$ cat src/rtl/envelope_follower.sv
// rtl/envelope_follower.sv - rectify-and-smooth envelope follower with attack/release coefficients
module envelope_follower #(
    parameter int                 WIDTH   = 24,
    parameter int                 SHIFT   = 20,
    parameter logic signed [31:0] ATTACK  = 32'sd524288,
    parameter logic signed [31:0] RELEASE = 32'sd262144
) (
    input  logic                    clk_in,
    input  logic                    rst_in,
    input  logic signed [WIDTH-1:0] sample_in,
    input  logic                    sample_valid,
    output logic signed [WIDTH-1:0] env_out,
    output logic                    env_valid,
    output logic                    busy,
    output logic [7:0]              drop_count
);

    localparam logic signed [WIDTH-1:0] ENV_MAX    = {1'b0, {(WIDTH-1){1'b1}}};
    localparam logic signed [WIDTH-1:0] SAMPLE_MIN = {1'b1, {(WIDTH-1){1'b0}}};
    localparam logic signed [63:0]      ENV_MAX64  = 64'(ENV_MAX);

    typedef enum logic [1:0] {IDLE, RECT, MULT, UPDATE} state_t;

    state_t                  state_q;
    state_t                  state_d;
    logic signed [WIDTH-1:0] sample_q;
    logic signed [WIDTH-1:0] rect_q;
    logic signed [63:0]      delta_q;

    logic signed [WIDTH-1:0] rect_abs;
    logic signed [WIDTH:0]   diff;
    logic signed [31:0]      coef;
    logic signed [63:0]      diff64;
    logic signed [63:0]      coef64;
    logic signed [63:0]      prod;
    logic signed [63:0]      sum;
    logic signed [WIDTH-1:0] env_next;

    // Magnitude of the captured sample; the most negative code has no positive twin, so it saturates.
    always_comb begin
        rect_abs = sample_q;
        if (sample_q == SAMPLE_MIN) begin
            rect_abs = ENV_MAX;
        end else if (sample_q[WIDTH-1]) begin
            rect_abs = -sample_q;
        end
    end

    // Smoothing step: delta = floor((rect - env) * coef / 2^SHIFT), attack only when strictly rising.
    always_comb begin
        diff   = {rect_q[WIDTH-1], rect_q} - {env_out[WIDTH-1], env_out};
        coef   = (rect_q > env_out) ? ATTACK : RELEASE;
        diff64 = 64'(diff);
        coef64 = 64'(coef);
        prod   = diff64 * coef64;
    end

    // New envelope value, clamped to the non-negative signed range.
    always_comb begin
        sum      = 64'(env_out) + delta_q;
        env_next = sum[WIDTH-1:0];
        if (sum < 64'sd0) begin
            env_next = '0;
        end else if (sum > ENV_MAX64) begin
            env_next = ENV_MAX;
        end
    end

    // State register.
    always_ff @(posedge clk_in or posedge rst_in) begin
        if (rst_in) begin
            state_q <= IDLE;
        end else begin
            state_q <= state_d;
        end
    end

    // Next-state logic and busy flag.
    always_comb begin
        state_d = state_q;
        busy    = 1'b1;
        case (state_q)
            IDLE: begin
                busy = 1'b0;
                if (sample_valid) begin
                    state_d = RECT;
                end
            end
            RECT:    state_d = MULT;
            MULT:    state_d = UPDATE;
            UPDATE:  state_d = IDLE;
            default: state_d = IDLE;
        endcase
    end

    // Datapath registers, envelope output, valid pulse and drop counter.
    always_ff @(posedge clk_in or posedge rst_in) begin
        if (rst_in) begin
            sample_q   <= '0;
            rect_q     <= '0;
            delta_q    <= '0;
            env_out    <= '0;
            env_valid  <= 1'b0;
            drop_count <= '0;
        end else begin
            env_valid <= 1'b0;
            if (state_q == IDLE && sample_valid) begin
                sample_q <= sample_in;
            end
            if (state_q != IDLE && sample_valid && drop_count != 8'hFF) begin
                drop_count <= drop_count + 8'd1;
            end
            case (state_q)
                RECT:   rect_q  <= rect_abs;
                MULT:   delta_q <= prod >>> SHIFT;
                UPDATE: begin
                    env_out   <= env_next;
                    env_valid <= 1'b1;
                end
                default: ;
            endcase
        end
    end

endmodule

$ cat config.mk
export PLATFORM = sky130hd
export DESIGN_NAME = envelope_follower
export DESIGN_NICKNAME = d
export VERILOG_FILES = /design/src/rtl/envelope_follower.sv
export SDC_FILE = /design/constraint.sdc
export NUM_CORES = 1
export LEC_CHECK = 0
export BUFFER_PORTS_ARGS = -buffer_cell sky130_fd_sc_hd__buf_2
export CAP_MARGIN = 10
export CORE_ASPECT_RATIO = 0.5
export CORE_MARGIN = 1
export CORE_UTILIZATION = 60
export DETAILED_ROUTE_END_ITERATION = 8
export PLACE_DENSITY = 0.79
export SYNTH_ARGS = -nofsm -noshare
export SYNTH_HDL_FRONTEND = slang
export SYNTH_SLANG_ARGS = --single-unit
$ cat constraint.sdc
create_clock -name clk_in -period 7.3 [get_ports clk_in]
set_clock_uncertainty 0.2 [all_clocks]
set_input_delay 1.46 -clock clk_in [delete_from_list [all_inputs] [get_ports clk_in]]
set_output_delay 1.46 -clock clk_in [all_outputs]
set_load 0.02 [all_outputs]
==> run metrics <==
initial antenna violation count=0; post-synthesis cell type count=81; Syn. warnings=0; Most Crowded Layer GR=met2; cts hold-fix bufs=0; status=completed; number of synthesized flops with an enable pin=0; num rows=32; GRT met1 Usage=a little under two fifths; buffers and inverters on the worst path=1; DR vias/cell=about 6.1; clk slew on worst S/H paths=around 80 ps; ys flop type=dfrtp_1; worst skew pair latency=about 360 ps; met3 GRT Util=under 10%; Clock Sinks=109; Critical Path AT=6060 ps; largest net degree at the start of global routing=59; Slew @ Worst Pin=1210 ps; Critical Path Source Type=flop; Cell Chain, Critical Path=inv_1 -> ha_1 -> nor2b_1 -> o21bai_1 -> a31oi_1 -> a31oi_2 -> o21ai_2 -> a221oi_2 -> a31o_2 -> mux2i_1 -> ha_1 -> ha_1 -> ha_1 -> ha_1 -> ha_1 -> ha_1 -> ha_1 -> nor2_1 -> a21oi_1 -> mux2_2; H-tree depth=3; share of cells above drive strength 1=14.8%; Synth Register Bits=approximately 110; Filler Cells Inserted=about 1200; setup TNS=0 ps; Die Wd=~180 um; GP Congestion=between 0.8 and 0.9; DRT iter0 DRCs=~480; post-route ant nets=0; I/O Pins=61; cell family with most CP delay=adder cells; RSZ-0062 raised after global routing=false; port bufs=60; area growth from synthesis to layout=8.64%; kind of critical path=flop to flop; Total GRT Usage=approximately a quarter; GR Util met2=a little over two fifths; crit-path max FO=21; die area=~17000 sq um; Slew HR=19.1%; root buf cell=clkbuf_16; post-synth top area cell=dfrtp_1; cts bufs inserted=9; vias in the first global route=between 7000 and 8000; HP Class=flop to flop; most frequent CP cell=ha_1; dpl cell area=10200 sq um; ys async rst share=100%; Post-Synthesis Cells=between 1000 and 1500; Pins Over Slew Limit=0; Post-Syn Area per Cell=about 9.6 sq um; Hold Slack=roughly 310 ps; register area share after synthesis=between 20 and 30%; Critical-path top delay cell=a31o_2; routed vias=about 8000; GRT overflow=0; min cycle time layout=about 6000 ps; nets@finish=between 1000 and 1500; most numerous cell in the Yosys netlist=ha_1; largest buffer count on any clock path=2; Synth top area share=28.2%; DRT Pass-1 Iters=5; leading post-synthesis cells by cell area=dfrtp_1 28%, ha_1 21%, mux2_2 6.3%; critical path's largest stage delay=about 630 ps; max frequency=166 MHz; Post-synth top cells=161 x ha_1, 109 x dfrtp_1, 76 x nor2_1; CTS tree=built; core area=15600 sq um; global-route wire length before repair=between 30000 and 40000 um; Crit. End Element=flop; endpoints failing hold=0; postcts setup bufs=0; mapped cell area=9690 sq um; Final Non-Filler Cells=between 1000 and 1500; Initial Util=62.2%; wire length per cell=about 16 um; Finished Cell Area=between 10000 and 15000 sq um; die height=between 90 and 100 um; fin crit share=82.3%; HPWL after detailed placement=16400 um; Worst EP required=between 7000 and 8000 ps; placed insts=~1300; # setup viols final=0; Post-route DRC=0; MaxCap Viol Count=0; # resized after CTS=0; diode count=0; Total Wirelength=between 20000 and 25000 um
-- logic make-up (layout without fill, tap and decap cells) --
| group | after synthesis | in the layout | synth area share (%) |
|---|---|---|---|
| AOI/OAI and AO/OA | 260 | 260 | 18.7 |
| and+or+nand+nor | 235 | 235 | 12.2 |
| adders and majority gates | 164 | 164 | 21.4 |
| DFF | 109 | 109 | 28.2 |
| xor gates and xnor gates | 84 | 84 | 7.59 |
| buffers and inverters | 83 | 133 | 3.56 |
| muxes | 73 | 73 | 8.28 |
| other | 1 | 22 | 0.0387 |
-- cell type report --
cell class	count	area, sq um	area share (%)
tap	204	255	2.42
clock buffer	10	229	2.18
timing repair buffer	66	345	3.28
sequential	109	2730	25.9
multi-input combinational	838	6700	63.6
inverter	51	194	1.84
clock inverter	6	80.1	0.761
-- sequential cells by signal, indices dropped and copies added, names as in the netlist --
register    count
rect_q         24
sample_q       24
state_q         2
env_valid       1
env_out        24
drop_count      8
delta_q        26
-- cells in the final DEF (no fill, tap or decap), types with 3 or more instances in the layout --
cell	synthesis	layout
conb_1	1	22
a21oi_1	70	70
a31oi_1	11	11
or3_1	5	5
nand4_1	6	6
dfrtp_1	109	109
a211oi_1	10	10
mux2i_1	16	16
a211o_1	3	3
nand2_1	46	46
fa_1	3	3
xor2_1	38	38
mux2_2	54	54
o21ai_0	38	38
a2111oi_0	3	3
nand2b_1	27	27
nand3_1	17	17
nor2_1	76	76
buf_2	6	60
and3_1	11	11
ha_1	161	161
buf_4	1	6
inv_1	51	50
a21boi_1	3	3
o211ai_1	5	5
xnor2_1	46	46
mux2_1	3	3
clkbuf_16	0	9
a21boi_0	3	3
nor2b_1	8	8
o31ai_1	10	10
o41ai_1	3	3
a21o_1	27	27
o21bai_1	7	7
nor3_1	10	10
a22oi_1	25	25
and2_1	6	6
o21a_1	9	9
-- metrics by stage --
stage,util [%],setup WS (ps)
finish,67.6,1290
global route,67.6,905
CTS,67.6,1270
detailed placement,65.6,1290
global placement,65.6,1430
floorplan,-,1860
-- path summary, 6_finish.rpt --
path                                             end  cells past startpoint                 startpoint  slack [ps]
min in group asynchronous  drop_count[5]$_DFFE_PP0P_                      2                     rst_in        1020
max                          delta_q[19]$_DFFE_PP0P_                     20     env_out[1]$_DFFE_PP0P_        1290
max in group asynchronous    env_out[22]$_DFFE_PP0P_                      3                     rst_in        4740
min                        drop_count[6]$_DFFE_PP0P_                      1  drop_count[6]$_DFFE_PP0P_         310
max reg2reg                  delta_q[19]$_DFFE_PP0P_                     20     env_out[1]$_DFFE_PP0P_        1290
min reg2reg                drop_count[6]$_DFFE_PP0P_                      1  drop_count[6]$_DFFE_PP0P_         310
-- metal layers --
metal | routed length [um] | part of all wire, % | vias to the layer above
li1 | - | - | 3814
met1 | 10200 | 48 | 3782
met2 | 9450 | 45 | 177
met3 | 1150 | 5.4 | 25
met4 | 297 | 1.4 | 0
met5 | 0 | 0 | -
Power is not shown: default switching activity piles up to over one toggle a cycle in this logic, so the estimate is an artifact.
